## config.mk

```make
export PLATFORM = sky130hd
export DESIGN_NAME = skyline_profile
export DESIGN_NICKNAME = d
export VERILOG_FILES = /design/src/rtl/skyline_profile.sv
export SDC_FILE = /design/constraint.sdc
export NUM_CORES = 1
export LEC_CHECK = 0
export BUFFER_PORTS_ARGS = -buffer_cell sky130_fd_sc_hd__buf_4
export CORE_AREA = 8 8 171 173
export DETAILED_ROUTE_END_ITERATION = 10
export DIE_AREA = 0 0 179 181
export GPL_TIMING_DRIVEN = 0
export SLEW_MARGIN = 5
export SYNTH_ARGS = -nofsm -noshare
export SYNTH_HDL_FRONTEND = slang
export SYNTH_SLANG_ARGS = --single-unit
export TNS_END_PERCENT = 50
```

## constraint.sdc

```tcl
create_clock -name CLK -period 3.96 [get_ports CLK]
set_clock_uncertainty 0.15 [all_clocks]
set_input_delay 0.198 -clock CLK [delete_from_list [all_inputs] [get_ports CLK]]
set_output_delay 0.198 -clock CLK [all_outputs]
set_load 0.01 [all_outputs]
```

## src/rtl/skyline_profile.sv

```systemverilog
// Skyline profile receiver: captures one burst of (x, y) key points and expands it
// into a dense per-column height profile, one column per cycle.
module skyline_profile #(
  parameter int W      = 6,
  parameter int MAX_X  = 30,
  parameter int MAX_KP = 16
) (
  input  logic         CLK,
  input  logic         RESET,
  input  logic         KP_VALID,
  input  logic [W-1:0] KP_DATA,
  output logic         H_VALID,
  output logic [W-1:0] H_X,
  output logic [W-1:0] H_DATA,
  output logic         DONE,
  output logic         ERR
);

  localparam int CW = $clog2(MAX_KP + 1);
  localparam int IW = $clog2(MAX_KP);

  typedef enum logic [1:0] {IDLE, CAPTURE, RENDER, FINISH} state_t;

  state_t         state;
  logic [W-1:0]   kp_x [MAX_KP];
  logic [W-1:0]   kp_y [MAX_KP];
  logic [CW-1:0]  kp_cnt;
  logic [CW-1:0]  rp;
  logic           parity;
  logic [W-1:0]   pend_x;
  logic [W-1:0]   last_x;
  logic [W-1:0]   last_y;
  logic [W-1:0]   rx;
  logic [W-1:0]   cur_h;
  logic           err;

  logic odd_word, x_in_order, x_in_range, has_room, store_ok, hit;

  // NOTE: every signal assigned in always_comb gets a value on every path, otherwise a latch is inferred.
  always_comb begin
    odd_word   = (state == CAPTURE) && KP_VALID && parity;
    x_in_order = (kp_cnt == '0) || (pend_x > last_x);
    x_in_range = pend_x < W'(MAX_X);
    has_room   = kp_cnt < CW'(MAX_KP);
    store_ok   = odd_word && x_in_order && x_in_range && has_room;
    hit        = (rp < kp_cnt) && (kp_x[rp[IW-1:0]] == rx);
  end

  // NOTE: the key-point storage is deliberately not reset; kp_cnt alone marks which entries are live.
  always_ff @(posedge CLK) begin
    if (store_ok) begin
      kp_x[kp_cnt[IW-1:0]] <= pend_x;
      kp_y[kp_cnt[IW-1:0]] <= KP_DATA;
    end
  end

  // NOTE: sequential state uses non-blocking assignments so every register samples pre-edge values.
  always_ff @(posedge CLK) begin
    if (RESET) begin
      state   <= IDLE;
      H_VALID <= 1'b0;
      H_X     <= '0;
      H_DATA  <= '0;
      DONE    <= 1'b0;
      err     <= 1'b0;
      kp_cnt  <= '0;
      rp      <= '0;
      parity  <= 1'b0;
      pend_x  <= '0;
      last_x  <= '0;
      last_y  <= '0;
      rx      <= '0;
      cur_h   <= '0;
    end else begin
      case (state)
        IDLE: begin
          DONE   <= 1'b0;
          err    <= 1'b0;
          kp_cnt <= '0;
          parity <= 1'b0;
          if (KP_VALID) begin
            pend_x <= KP_DATA;
            parity <= 1'b1;
            state  <= CAPTURE;
          end
        end

        CAPTURE: begin
          if (KP_VALID) begin
            parity <= ~parity;
            if (!parity) begin
              pend_x <= KP_DATA;
            end else if (store_ok) begin
              kp_cnt <= kp_cnt + CW'(1);
              last_x <= pend_x;
              last_y <= KP_DATA;
            end else begin
              err <= 1'b1;
            end
          end else begin
            // End of burst: a dangling x or an unclosed profile are both errors.
            if (parity || ((kp_cnt != '0) && (last_y != '0)))
              err <= 1'b1;
            parity <= 1'b0;
            rx     <= '0;
            rp     <= '0;
            cur_h  <= '0;
            state  <= RENDER;
          end
        end

        RENDER: begin
          H_VALID <= 1'b1;
          H_X     <= rx;
          if (hit) begin
            H_DATA <= kp_y[rp[IW-1:0]];
            cur_h  <= kp_y[rp[IW-1:0]];
            rp     <= rp + CW'(1);
          end else begin
            H_DATA <= cur_h;
          end
          if (KP_VALID)
            err <= 1'b1;
          if (rx == W'(MAX_X - 1))
            state <= FINISH;
          else
            rx <= rx + W'(1);
        end

        FINISH: begin
          H_VALID <= 1'b0;
          DONE    <= 1'b1;
          if (KP_VALID)
            err <= 1'b1;
          state <= IDLE;
        end

        default: state <= IDLE;
      endcase
    end
  end

  assign ERR = err;

endmodule
```

==> summary.md, run 1 <==
| Metric | Value |
|---|---|
| RePlAce Congestion | `between 0.8 and 0.9` |
| Vias per cell | `5.35` |
| Ys async rst share | `0%` |
| Synth Area in XOR/XNOR | `less than 1%` |
| Share of the synthesized area in the top cell type | `about 55%` |
| Die span in y | `181 um` |
| Die X-Extent | `179 um` |
| Clock buffer depth | `3` |
| Reg-to-Reg Start | `pend_x[2]$_SDFFE_PP0P_` |
| Clock sinks | `254` |
| # setup viols final | `0` |
| Post-synthesis mux area share | `15.6%` |
| Final period util | `94.3%` |
| Reg-to-Reg End | `kp_x[4][3]$_DFFE_PP_` |
| Final Max Tran Viols | `0` |
| Residual DRC | `0` |
| Overall Global Routing Usage | `between 10% and 20%` |
| Crit path kind | `register to register` |
| Yosys warns | `0` |
| Pwr per Cell Area | `502 nW/um^2` |
| VDD IR max | `roughly 0.34 mV` |
| Hold Crit Depth | `2` |
| Flops & latches, synth | `around 250` |
| Postcts setup bufs | `0` |
| Fin util | `roughly 45%` |
| Top area cells in the synthesized netlist | `edfxtp_1 55%, dfxtp_1 12%, mux4_2 9.3%` |
| Hpwl dp | `about 16000 um` |
| Post-synthesis area per instance | `approximately 16 um^2` |
| Worst-Skew Late Latency | `between 500 and 600 ps` |
| Synthesized cell area | `around 10000 um^2` |
| P_int | `about 4600 uW` |
| Fin nets | `760` |
| Critical Path End Type | `register` |
| Drt total wl | `23300 um` |
| Largest family of logic cells by synthesized area | `multiplexers` |
| Crit path launch type | `register` |
| CTS H-tree depth | `1` |
| R2R cell count | `8` |
| Register area share after synthesis | `approximately two thirds` |
| Clk slew on worst S/H paths | `about 60 ps` |
| Worst setup margin | `around 230 ps` |
| RSZ-0062 raised after global routing | `false` |
| Fmax | `268 MHz` |
| Post-synth net total | `693` |
| Port buffer count | `22` |
| Post-synthesis adder-cell area fraction | `under 10%` |
| CTS Buf Count | `25` |
| N_diodes | `0` |
| Tmin final | `~3700 ps` |
| Synth Flop Type | `edfxtp_1` |
| Post-Synth Simple-Gate Area | `6.87%` |
| Clock power frac | `37.6%` |
| Max-Cap Viols | `0` |
| Area growth syn-to-layout | `16.0%` |
| Vias in the first global route | `~6.0k` |
| Initial antenna violation count | `0` |
| Largest area contributor in the netlist | `edfxtp_1` |
| ANT nets after route | `0` |
| EDFF count, synth | `192` |
| Final hold slack | `between 300 and 400 ps` |
| CP Data Required Time | `3950 ps` |
| Seq pwr share | `51.5%` |
| Final Power | `6050 uW` |
| Actual slew at the worst max-slew pin | `925 ps` |
| Leak | `a little under 0.004 uW` |
| FP Rows | `60` |
| Max transition margin | `about two fifths` |
| Critical Path Sink | `kp_x[4][3]$_DFFE_PP_` |
| Hold Fails Final Rpt | `0` |
| Setup Slack @ Placement | `-581 ps` |
| Sw Ratio | `24.1%` |
| Initial DRC count | `between 500 and 600` |
| Mapped Cells | `roughly 660` |
| First-pass GRT wire length | `about 36000 um` |
| Crit path from | `pend_x[2]$_SDFFE_PP0P_` |
| Worst Hold Class | `register to register` |
| Sw Pwr | `~1500 uW` |
| Post-synthesis compound-gate area fraction | `4.25%` |
| Drt wl/cell | `21.5 um` |
| Die ar. | `32400 um^2` |
| Setup tns final | `0 ps` |
| I/O pin total | `24` |
| Total grt overflow | `0` |
| TritonCTS clock tree | `yes` |
| Root Buffer | `clkbuf_16` |
| Synth cell types | `53` |
| Combinational Power Share | `between 10% and 20%` |
| Largest net degree at the start of global routing | `21` |
| Arr. time, crit path | `about 3700 ps` |
| Core ar. | `about 27000 um^2` |
| Via total after detailed routing | `between 5k and 6k` |
| Starting Density | `around 40%` |
| DRT Pass-1 Iters | `7` |
| Status | `completed` |
| Layout cell share with drive strength beyond 1 | `20.5%` |
| CP Max Fanout | `20` |
| R2R setup slack | `~230 ps` |
synthesized netlist by cell type, types with 7 or more instances:
cell      number
nor2b_1        8
mux2i_1       61
a211oi_1       9
nor3_1        17
inv_1         20
buf_2          9
nand2_1       23
ha_1          22
clkbuf_1      17
a21oi_1       16
nand3_1        7
edfxtp_1     192
nor2_1        68
mux4_2        43
dfxtp_1       62
o21ai_0        9
worst max-delay path, cell delays in order (launching register included):
cell and delay, ps:
dfxtp_2 560, ha_1 300, and4_1 210, a32oi_1 210, o21ai_0 140, a41oi_1 400, clkbuf_2 360, nand2_1 240
nor2_2 780
final cells by class:
| cell class | instances | area (um^2) |
|---|---|---|
| fill | 2280 | 14400 |
| sequential | 254 | 7010 |
| multi-input combinational | 353 | 3220 |
| clock buffer | 31 | 648 |
| tap | 341 | 427 |
| timing repair buffer | 40 | 369 |
| buffer | 35 | 178 |
| clock inverter | 10 | 124 |
| inverter | 20 | 75.1 |
power groups by stage:
| stage | sequential [uW] | combinational, uW | clock [uW] |
|---|---|---|---|
| after floorplan | 3140 | 428 | 0 |
| after detailed placement | 3170 | 649 | 0 |
| after global placement | 3160 | 631 | 0 |
| after CTS | 3120 | 660 | 2320 |
| final | 3120 | 663 | 2280 |
| after global routing | 3130 | 740 | 2420 |
what timing repair did:
action	CTS	global route
cloned	0	0
hold buffers	8	0
pin swaps	0	0
endpoints found under the hold margin	110	0
setup endpoints to repair	102	89
gates resized for setup	12	3
state kept, by name, indices dropped and copies added, names as in the netlist, 2 cells and up, named ones only:
signal,flops
H_DATA,6
H_X,6
cur_h,6
kp_cnt,5
kp_x,96
kp_y,96
last_x,6
last_y,6
pend_x,6
rp,5
rx,6
state,2
kinds of logic (layout without fill, tap and decap cells):
family / count (synthesis) / after routing
compound gates: 64 / 64
xor+xnor: 9 / 9
fa+ha+maj: 22 / 22
buf+inv: 55 / 136
flops: 254 / 254
mux: 108 / 108
simple gates: 150 / 150
layout by cell type, fill, tap and decap left out, types with 7 or more instances in the layout:
master / n
edfxtp_1: 192
mux2i_1: 61
dfxtp_1: 56
nor2_1: 56
mux4_2: 43
buf_4: 28
clkbuf_16: 25
nand2_1: 23
clkbuf_1: 22
ha_1: 22
inv_1: 20
a21oi_1: 16
nor3_1: 13
o21ai_0: 9
nor2_2: 9
buf_2: 9
a211oi_1: 9
nor2b_1: 8
dlygate4sd3_1: 8
buf_6: 7
nand3_1: 7
stage by stage:
stage / area [um^2] / cells
after floorplan: 10400 / 662
after global placement: 11000 / 1025
after detailed placement: 11200 / 1035
after CTS: 12000 / 1084
after global routing: 12100 / 1084
final: 12100 / 1084
layer usage:
metal	GRT usage, %	wire, um	vias up
met5	0	0	-
met4	4.70	602	0
met3	2.06	1120	29
met2	24.5	11600	141
met1	18.7	9930	2948
li1	-	-	2686
how the worst min path moves through the flow:
| stage | start | end | slack, ps |
|---|---|---|---|
| finish | last_x[5]$_SDFFE_PP0P_ | last_x[5]$_SDFFE_PP0P_ | 310 |
| global route | cur_h[5]$_SDFFE_PP0P_ | cur_h[5]$_SDFFE_PP0P_ | 330 |
| detailed placement | last_x[5]$_SDFFE_PP0P_ | last_x[5]$_SDFFE_PP0P_ | 300 |
| CTS | last_x[5]$_SDFFE_PP0P_ | last_x[5]$_SDFFE_PP0P_ | 310 |
| floorplan | KP_DATA[0] | kp_y[0][0]$_DFFE_PP_ | 150 |
| global placement | cur_h[3]$_SDFFE_PP0P_ | cur_h[3]$_SDFFE_PP0P_ | 290 |
Note: power is estimated with default switching activity, not from simulation.
==> inputs of run 2 (changes only) <==
- CTS_BUF_LIST: not set -> sky130_fd_sc_hd__clkbuf_4 sky130_fd_sc_hd__clkbuf_8 sky130_fd_sc_hd__clkbuf_16
==> summary.md, run 2 (same netlist as run 1, synthesis figures left out) <==
| Metric | Value |
|---|---|
| Status | `completed` |
| Arr. time, crit path | `approximately 3700 ps` |
| Fillers | `approximately 2.3k` |
| Final Power | `6090 uW` |
| Clk slew on worst S/H paths | `about 60 ps` |
| Final period util | `a little over nine tenths` |
| Worst-Skew Late Latency | `530 ps` |
| Drt total wl | `around 23000 um` |
| R2R cell count | `8` |
| Commonest non-fill, non-tap cell in the layout | `edfxtp_1` |
| R2R setup slack | `about 220 ps` |
| Startpoint of the worst hold path | `last_x[5]$_SDFFE_PP0P_` |
| Clock buffer depth | `3` |
| Port buffer count | `22` |
| RSZ-0062 raised after global routing | `false` |
| Setup tns final | `0 ps` |
| Fin area | `12100 um^2` |
| # setup viols final | `0` |
| Area growth syn-to-layout | `16.2%` |
| Max-Cap Viols | `0` |
| Hold Path End | `last_x[5]$_SDFFE_PP0P_` |
| Pwr per Cell Area | `505 nW/um^2` |
| Critical Path End Type | `register` |
| Via total after detailed routing | `5821` |
| Die X-Extent | `179 um` |
| Leak | `between 0.003 and 0.004 uW` |
| Fmax | `267 MHz` |
| Fin nets | `760` |
| Reg-to-Reg Start | `pend_x[2]$_SDFFE_PP0P_` |
| CTS H-tree depth | `1` |
| FP Rows | `60` |
| Tmin final | `between 3000 and 4000 ps` |
| Core ar. | `around 27000 um^2` |
| Actual slew at the worst max-slew pin | `between 900 and 1000 ps` |
| TritonCTS clock tree | `yes` |
| Dpl cell area | `approximately 11000 um^2` |
| Drt wl/cell | `about 22 um` |
| CP Data Required Time | `between 3000 and 4000 ps` |
| Root Buffer | `clkbuf_16` |
| Placed cell count | `roughly 1.0k` |
| Finished Layout Cells | `roughly 1.1k` |
| VDD IR max | `0.340 mV` |
| Overall Global Routing Usage | `roughly 14%` |
| DRT Pass-1 Iters | `5` |
| Residual DRC | `0` |
| Largest net degree at the start of global routing | `21` |
| Die ar. | `roughly 32000 um^2` |
| Crit path kind | `register to register` |
| Layout cell share with drive strength beyond 1 | `a little over a fifth` |
| Hold Crit Depth | `2` |
| Total grt overflow | `0` |
| Vias per cell | `around 5.4` |
| First-pass GRT wire length | `between 30000 and 40000 um` |
| Initial antenna violation count | `0` |
| Crit path launch type | `register` |
| Final Max Tran Viols | `0` |
| Hpwl dp | `approximately 16000 um` |
| I/O pin total | `24` |
| CP Max Fanout | `20` |
| Worst Hold Class | `register to register` |
| Die span in y | `about 180 um` |
| Starting Density | `around two fifths` |
| N_diodes | `0` |
| ANT nets after route | `0` |
| Postcts setup bufs | `0` |
| CTS Buf Count | `25` |
| Max transition margin | `a little under two fifths` |
| Vias in the first global route | `6008` |
| Hold Fails Final Rpt | `0` |
| Reg-to-Reg End | `kp_x[4][3]$_DFFE_PP_` |
| Most frequent cells in the layout | `192 x edfxtp_1, 61 x mux2i_1, 56 x dfxtp_1, 56 x nor2_1, 43 x mux4_2` |
| Clock sinks | `around 250` |
| RePlAce Congestion | `0.801` |
| Initial DRC count | `~500` |
==> run 2: critical path, stage by stage, from the launching register on <==
cell	delay (ps)
dfxtp_2	560
ha_1	300
and4_1	210
a32oi_1	210
o21ai_0	140
a41oi_1	410
clkbuf_2	360
nand2_1	230
nor2_2	780
==> run 2: layer usage <==
layer	up-vias	track usage, %	wire (um)	part of all wire, %
met2	136	24.5	11700	50
met5	-	0	0	0
met1	2967	18.7	9970	43
met3	30	2.06	1050	4.5
li1	2688	-	-	-
met4	0	4.70	598	2.6
==> run 2: metrics by stage <==
step | utilization (%) | worst slack (ps) | hold slack, ps
after floorplan | - | 440 | 147
after global placement | 41.4 | -1360 | 292
after detailed placement | 42.1 | -581 | 298
after CTS | 45.5 | 28.4 | 308
after global routing | 45.6 | 2.16 | 328
final | 45.6 | 221 | 306
==> run 2: area by class of cell <==
cell class	count	area [um^2]	area share (%)
Sequential cell	254	7010	58.1
Multi-Input combinational cell	353	3220	26.7
Tap cell	341	427	3.53
Clock inverter	10	124	1.03
Timing Repair Buffer	40	369	3.06
Clock buffer	31	671	5.55
Buffer	35	178	1.47
Inverter	20	75.1	0.622
==> run 2: timing repair <==
item,4_1_cts,5_1_grt
resized for setup,12,3
hold buffers,8,0
hold endpoints to repair,110,0
endpoints found under the setup margin,102,89
==> run 2: where the power goes <==
group / internal [uW] / leakage, uW / total (uW) / switching, uW
logic: 256 / 0.00126 / 662 / 406
registers: 2990 / 0.00225 / 3120 / 124
clock network: 1390 / 0.000397 / 2320 / 930
total: 4630 / 0.00390 / 6090 / 1460
==> run 2: how the worst max path moves through the flow <==
stage / startpoint / slack [ps] / endpoint / depth (start not counted)
CTS: pend_x[2]$_SDFFE_PP0P_ / 30 / kp_x[0][3]$_DFFE_PP_ / 9
detailed placement: pend_x[4]$_SDFFE_PP0P_ / -580 / kp_x[5][1]$_DFFE_PP_ / 8
global route: pend_x[0]$_SDFFE_PP0P_ / 2 / kp_y[4][5]$_DFFE_PP_ / 11
global placement: pend_x[2]$_SDFFE_PP0P_ / -1360 / kp_y[2][1]$_DFFE_PP_ / 8
floorplan: pend_x[2]$_SDFFE_PP0P_ / 440 / kp_x[0][0]$_DFFE_PP_ / 8
finish: pend_x[2]$_SDFFE_PP0P_ / 220 / kp_x[4][3]$_DFFE_PP_ / 8
